### src/rtl/vector_sd_dac.sv
// Multi-channel sigma-delta requantiser: wide unsigned samples in, narrower
// noise-shaped codes out, first order or MASH 1-1, with one-deep input buffering.
module vector_sd_dac #(
    parameter int CHANNELS = 3,
    parameter int IN_W     = 10,
    parameter int OUT_W    = 6
) (
    input  logic                      clk,
    input  logic                      reset,
    input  logic                      ce,
    input  logic                      mode,
    input  logic [CHANNELS-1:0]       blank,
    input  logic                      in_valid,
    output logic                      in_ready,
    input  logic [CHANNELS*IN_W-1:0]  in_data,
    output logic [CHANNELS*OUT_W-1:0] out,
    output logic                      out_stb
);

    localparam int FRAC_W = IN_W - OUT_W;
    localparam int SW     = OUT_W + 2;
    localparam logic signed [SW-1:0] MAX_CODE = SW'((1 << OUT_W) - 1);

    logic [CHANNELS*IN_W-1:0] pend;
    logic [CHANNELS*IN_W-1:0] cur;
    logic                     pend_full;
    logic                     pend_full_nxt;
    logic                     accept;
    logic                     mode_r;
    logic [FRAC_W-1:0]        acc1     [CHANNELS];
    logic [FRAC_W-1:0]        acc2     [CHANNELS];
    logic [CHANNELS-1:0]      c2_prev;
    logic [FRAC_W-1:0]        acc1_nxt [CHANNELS];
    logic [FRAC_W-1:0]        acc2_nxt [CHANNELS];
    logic                     c2p_nxt  [CHANNELS];
    logic [OUT_W-1:0]         out_nxt  [CHANNELS];

    // Pending-buffer occupancy: an accept fills it, a ce drains it into cur.
    always_comb begin
        accept = in_valid & in_ready;
        if (accept) begin
            pend_full_nxt = 1'b1;
        end else if (ce) begin
            pend_full_nxt = 1'b0;
        end else begin
            pend_full_nxt = pend_full;
        end
    end

    // Per-channel modulator step computed from the current sample and state.
    always_comb begin : ch_next
        logic [OUT_W-1:0]      coarse;
        logic [FRAC_W-1:0]     frac;
        logic [FRAC_W:0]       s1;
        logic [FRAC_W:0]       s2;
        logic signed [SW-1:0]  level;
        coarse = '0;
        frac   = '0;
        s1     = '0;
        s2     = '0;
        level  = '0;
        for (int k = 0; k < CHANNELS; k++) begin
            coarse = cur[k*IN_W+FRAC_W +: OUT_W];
            frac   = cur[k*IN_W +: FRAC_W];
            s1     = {1'b0, acc1[k]} + {1'b0, frac};
            s2     = {1'b0, acc2[k]} + {1'b0, s1[FRAC_W-1:0]};
            level  = $signed({{(SW-OUT_W){1'b0}}, coarse}) + $signed({{(SW-1){1'b0}}, s1[FRAC_W]});
            if (mode) begin
                // MASH 1-1 correction: c2 minus its one-tick delayed copy.
                level = level + $signed({{(SW-1){1'b0}}, s2[FRAC_W]})
                              - $signed({{(SW-1){1'b0}}, c2_prev[k]});
            end else begin
                level = level;
            end
            acc1_nxt[k] = acc1[k];
            acc2_nxt[k] = acc2[k];
            c2p_nxt[k]  = c2_prev[k];
            out_nxt[k]  = '0;
            if (mode != mode_r) begin
                acc1_nxt[k] = '0;
                acc2_nxt[k] = '0;
                c2p_nxt[k]  = 1'b0;
                out_nxt[k]  = blank[k] ? {OUT_W{1'b0}} : coarse;
            end else if (blank[k]) begin
                out_nxt[k] = '0;
            end else begin
                acc1_nxt[k] = s1[FRAC_W-1:0];
                if (mode) begin
                    acc2_nxt[k] = s2[FRAC_W-1:0];
                    c2p_nxt[k]  = s2[FRAC_W];
                end else begin
                    acc2_nxt[k] = acc2[k];
                    c2p_nxt[k]  = c2_prev[k];
                end
                if (level[SW-1]) begin
                    out_nxt[k] = '0;
                end else if (level > MAX_CODE) begin
                    out_nxt[k] = MAX_CODE[OUT_W-1:0];
                end else begin
                    out_nxt[k] = level[OUT_W-1:0];
                end
            end
        end
    end

    // Buffer, modulator state and output registers.
    always_ff @(posedge clk or posedge reset) begin
        if (reset) begin
            pend      <= '0;
            cur       <= '0;
            pend_full <= 1'b0;
            in_ready  <= 1'b1;
            mode_r    <= 1'b0;
            out       <= '0;
            out_stb   <= 1'b0;
            c2_prev   <= '0;
            for (int k = 0; k < CHANNELS; k++) begin
                acc1[k] <= '0;
                acc2[k] <= '0;
            end
        end else begin
            if (accept) begin
                pend <= in_data;
            end
            pend_full <= pend_full_nxt;
            in_ready  <= ~pend_full_nxt;
            out_stb   <= ce;
            if (ce) begin
                if (pend_full) begin
                    cur <= pend;
                end
                mode_r <= mode;
                for (int k = 0; k < CHANNELS; k++) begin
                    acc1[k]                  <= acc1_nxt[k];
                    acc2[k]                  <= acc2_nxt[k];
                    c2_prev[k]               <= c2p_nxt[k];
                    out[k*OUT_W +: OUT_W]    <= out_nxt[k];
                end
            end
        end
    end

endmodule

### config.mk
export PLATFORM = sky130hd
export DESIGN_NAME = vector_sd_dac
export DESIGN_NICKNAME = d
export VERILOG_FILES = /design/src/rtl/vector_sd_dac.sv
export SDC_FILE = /design/constraint.sdc
export NUM_CORES = 1
export LEC_CHECK = 0
export CAP_MARGIN = 20
export CORE_UTILIZATION = 40
export CTS_CLUSTER_SIZE = 16
export DETAILED_ROUTE_END_ITERATION = 8
export SLEW_MARGIN = 25
export SYNTH_ARGS = -nofsm -noshare
export SYNTH_HDL_FRONTEND = slang
export SYNTH_SLANG_ARGS = --single-unit
### constraint.sdc
create_clock -name clk -period 5.65 [get_ports clk]
set_clock_uncertainty 0.05 [all_clocks]
set_input_delay 1.4125 -clock clk [delete_from_list [all_inputs] [get_ports clk]]
set_output_delay 1.4125 -clock clk [all_outputs]
set_load 0.02 [all_outputs]
# Yosys cells after proc, flatten, opt, wreduce, memory -nomap -nowiden
# Cells that the tools add are included.
# totals
reg_bits,109
latchBits,0
ramBits,0
mem_bits_ro,0
input_bits,38
word_cells,92
memories,0
# op_classes
add_sub_neg,15
multipliers,0
div_mod_pow,0
n_lt_le_gt_ge,3
eq_ne,4
shifts,0
mux,44
n_bitwise,2
reduce_logical,8
# op_table
op,n
2-to-1 mux 6 bit,15
2-to-1 mux 4 bit,15
adder 4 x 4 -> 5 bit,6
adder 7 x 1 -> 8 bit,3
"> comparator 8 x 7 -> 1 bit, second input constant",3
2-to-1 mux 8 bit,3
subtractor 8 x 2 -> 8 bit,3
adder 6 x 1 -> 7 bit,3
2-to-1 mux 1 bit,11
AND reduction 3 bit,3
AND reduction 2 bit,4
"!= test 2 x 1 -> 1 bit, second input constant",3
nonzero test 2 bit,1
bitwise AND 1 bit,1
!= test 1 bit,1
inverter 1 bit,1

# Logic depth before layout (Yosys ltp)
# depth
ltp_word,10
depth_mapped,19

# Least setup slack after synthesis
# Ideal clock, no wire load.
# synth_path
kind,flip-flop to flip-flop
start,register acc1[8] in the netlist's numbering
end,register out[1]
arrival_ns,4.055
slack_ns,1.406
stages_incl_launch_ff,18
path_buffers,0
path_cell_list,dfrtp_1 -> ha_1 -> fa_1 -> a21o_1 -> a21o_1 -> ha_1 -> ha_1 -> nand3_1 -> xor2_1 -> inv_1 -> ha_1 -> and2_1 -> a21boi_0 -> or3_1 -> o211ai_1 -> or3b_1 -> a221oi_1 -> a22oi_1
# synth_between
elab_chain_len,10
elab_cells_between_ends,11
cone_classes,add/sub (5); order compare (1); mux (5)
# synth_lines
item,line_no,text
"start, declared",30,logic [FRAC_W-1:0] acc1 [CHANNELS];
"start signal, assigned by index",134,acc1[k] <= acc1_nxt[k];
adder 4 x 4 -> 5 bit *,65,"s1 = {1'b0, acc1[k]} + {1'b0, frac};"
adder 6 x 1 -> 7 bit / adder 4 x 4 -> 5 bit (equally long branches),"67, 66",
adder 7 x 1 -> 8 bit,70,"level = level + $signed({{(SW-1){1'b0}}, s2[FRAC_W]})"
subtractor 8 x 2 -> 8 bit,71,"- $signed({{(SW-1){1'b0}}, c2_prev[k]});"
2-to-1 mux 8 bit *,68,if (mode) begin
> comparator 8 x 7 -> 1 bit,97,end else if (level > MAX_CODE) begin
2-to-1 mux 6 bit,97,
2-to-1 mux 6 bit *,95,if (level[SW-1]) begin
2-to-1 mux 6 bit *,84,end else if (blank[k]) begin
2-to-1 mux 6 bit *,79,if (mode != mode_r) begin
"end signal, assigned by index",137,out[k*OUT_W +: OUT_W] <= out_nxt[k];
"end, declared",16,"output logic [CHANNELS*OUT_W-1:0] out,"
# Mark *: on every way between the ends. The rest lies on a longest branch, timed or not.
# A chain may end at the register's enable or synchronous reset.

# Worst setup path after layout
# Ends and elaborated chain as after synthesis.

==> metrics.md <==
| Metric | Value |
|---|---|
| Status | finished, final reports clean |
| Die width | 133.6 um |
| Ys flop type | dfrtp_1 |
| Final hold vios | 0 |
| Clock buffer count from CTS | 9 |
| Wirelength, routed | 15,850 um |
| Layout cells sized above 1 | 0.1450 |
| Final worst-path cycle share | 0.8335 |
| Number of distinct library cells after synthesis | 70 |
| Pre-CTS setup slack | 1.015 ns |
| Final std cell area, no fill | 8053 um^2 |
| Slew headroom | 0.4359 |
| N_diodes | 0 |
| Worst r2r dst | out[1]$_DFFE_PP0P_ |
| Post-synth EDFFs | 0 |
| Synth top area share | 0.3902 |
| Fillers | 1,567 |
| Largest net degree at the start of global routing | 42 |
| Vias in the first global route | 5,485 |
| Peak VDD IR | 0.2470 mV |
| Area leader, netlist | dfrtp_1 |
| First-pass GRT wire length | 26,830 um |
| CP bufs+invs | 1 |
| Post-CTS sizing | 0 |
| Util after Layout | 0.4805 |
| WS Path Type | flop to flop |
| Slowest cell delay on critical path | 0.49 ns |
| Hold Path Origin | pend[7]$_DFFE_PP0P_ |
| Async set or reset register ratio after synthesis | 1.000 |
| Register-to-register setup slack | 0.94 ns |
| # IOs | 58 |
| Post-synthesis sequential area ratio | 0.3940 |
| Final nets | 812 |
| Worst-margin pin slew | 0.8396 ns |
| Die height | 133.6 um |
| Setup TNS | 0 ns |
| H-tree Lvls | 3 |
| Area Overhead vs Synth | 16.28% |
| Vias per cell | 5.589 |
| Top-count cell post-synth | dfrtp_1 |
| Pwr Density | 589.4 nW/um^2 |
| TritonCTS Sinks | 109 |
| Hold crit path type | flop to flop |
| CTS tree | done |
| DRT Pass-1 Iters | 5 |
| Initial antenna violation count | 0 |
| Dpl cell area | 7720 um^2 |
| DRT antenna net count | 0 |
| Detailed Place HPWL | 12,130 um |
| Cts hold-fix bufs | 0 |
| Syn Std Cell Area | 6925 um^2 |
| RSZ-0062 raised after global routing | false |
| Final setup margin | 0.9408 ns |
| Cells after synthesis | 662 |
| Startpoint types | flop |
| Total core area | 16,760 um^2 |
| FF-to-FF path depth | 17 |
| Pins Over Slew Limit | 0 |
| Port Buf Inserts | 57 |
| Max_cap viols | 0 |
| Crit. End Element | flop |
| Synthesized Nets | 762 |
| Final min period | 4.709 ns |
| DRC viols | 0 |
| Ys Warns | 0 |
| CTS Buffer Depth | 2 |
| Worst Path Arrival | 4.89 ns |
| Critical Path RT | 5.83 ns |
| RePlAce Congestion | 0.8915 |
| Gr ovfl total | 0 |
| Row count | 47 |
| Routed vias | 5,237 |
| Critical-path cell list | ha_1 -> fa_1 -> a21o_1 -> a21o_1 -> ha_1 -> ha_1 -> nand3_1 -> xor2_1 -> inv_1 -> ha_1 -> and2_1 -> a21boi_0 -> or3_1 -> o211ai_1 -> or3b_1 -> a221oi_1 -> a22oi_1 |
| Leak | 3.617 nW |
| CP delay by family, top | adder cells |
| Cell mode on critical path | ha_1 |
| Setup-failing EPs final | 0 |
| Achievable frequency | 0.2124 GHz |
| Die ar. | 17,840 um^2 |
| Seq cells post-synth | 109 |
| Setup bufs post-CTS | 0 |
| Reg2reg start | acc1[8]$_DFFE_PP0P_ |
| Worst skew pair latency | 0.36 ns |
| Commonest cells in the netlist | 108 x dfrtp_1, 63 x mux2_2, 54 x inv_1 |
| Worst-path clk slew | 0.07 ns |
| CP Max Fanout | 6 |
| Synth area leaders | dfrtp_1 39%, mux2_2 10%, ha_1 9.6%, inv_1 2.9%, xnor2_1 2.9% |
| Slowest CP cell | a21boi_0 |
| Iteration-0 DRC Markers | 337 |
| Hold endpoint | pend[7]$_DFFE_PP0P_ |
| Drt wl/cell | 16.91 um |
| Depth of the worst hold-timing path | 1 |
| Clock root buffer | clkbuf_16 |
| Initial Util | 0.4132 |
| Mapped Avg Cell Area | 10.46 um^2 |
| Total GRT Usage | 0.1903 |
[per-stage QoR]
stage / std cells / hold slack, ns / total power [W]
floorplan: 662 / 0.4177 / 0.003373
global placement: 921 / 0.4337 / 0.003964
detailed placement: 921 / 0.4399 / 0.004057
CTS: 937 / 0.4566 / 0.004784
global route: 937 / 0.4702 / 0.005151
finish: 937 / 0.4509 / 0.004747
[layout by cell type, fill, tap and decap left out, types with 5 or more instances in the layout]
master           count
a22o_1              21
and3_1               9
a31oi_1              5
o31ai_1              9
o211ai_1             5
ha_1                53
xnor2_1             23
inv_1               53
o21ai_1              9
nor2b_1              6
mux2_2              63
clkdlybuf4s50_1     57
nand3_1             10
a21o_1              17
clkbuf_16            9
nand2b_1            11
o21ai_0             19
dfrtp_1            108
nor3_1              11
o2bb2ai_1            6
a22oi_1             17
nand2_1             43
nor2_1              21
buf_4                8
a21oi_1             27
xor2_1              12
fa_1                 9
[power breakdown]
part / switching (W) / total, W / internal (W)
logic: 0.00145 / 0.00275 / 0.00130
clock network: 0.000294 / 0.000698 / 0.000404
registers: 0.000252 / 0.00130 / 0.00105
[kinds of logic after synthesis]
kind of cell / synth area share
AO/OA/AOI/OAI: 0.1736
XOR/XNOR: 0.05004
adder cells (fa/ha/maj): 0.1276
buffers and inverters: 0.04625
flip-flops: 0.3940
multiplexers: 0.1053
AND/OR/NAND/NOR: 0.1032
[routing by layer]
metal | vias to the layer above | track usage | wire, um
met4 | 0 | 0.07071 | 323
met2 | 101 | 0.3333 | 7968
met5 | - | 0 | 0
met3 | 25 | 0.03234 | 517
li1 | 2503 | - | -
met1 | 2608 | 0.2337 | 7038
[cell type report]
| cell class | count | area, um^2 | area share |
|---|---|---|---|
| Clock inverter | 6 | 93.84 | 0.01165 |
| Timing Repair Buffer | 65 | 630.6 | 0.07831 |
| Tap cell | 220 | 275.3 | 0.03418 |
| Clock buffer | 10 | 239.0 | 0.02968 |
| Inverter | 55 | 209.0 | 0.02595 |
| Sequential cell | 109 | 2729 | 0.3389 |
| Multi-Input combinational cell | 472 | 3876 | 0.4814 |
[flip-flops by register name (all words and copies together) (netlist names)]
name       count
acc1          12
acc2          12
c2_prev        3
cur           30
in_ready       1
mode_r         1
out           18
out_stb        1
pend          30
pend_full      1
[worst max-delay path by stage]
| stage | start | endpoint | depth (start not counted) |
|---|---|---|---|
| after floorplan | reset | acc1[0]$_DFFE_PP0P_ | 1 |
| after global placement | acc1[8]$_DFFE_PP0P_ | out[1]$_DFFE_PP0P_ | 17 |
| after CTS | acc1[8]$_DFFE_PP0P_ | out[1]$_DFFE_PP0P_ | 17 |
| after detailed placement | acc1[8]$_DFFE_PP0P_ | out[1]$_DFFE_PP0P_ | 17 |
| after global routing | acc1[8]$_DFFE_PP0P_ | out[1]$_DFFE_PP0P_ | 17 |
| final | acc1[8]$_DFFE_PP0P_ | out[1]$_DFFE_PP0P_ | 17 |
Note: power is estimated with default switching activity, not from simulation.
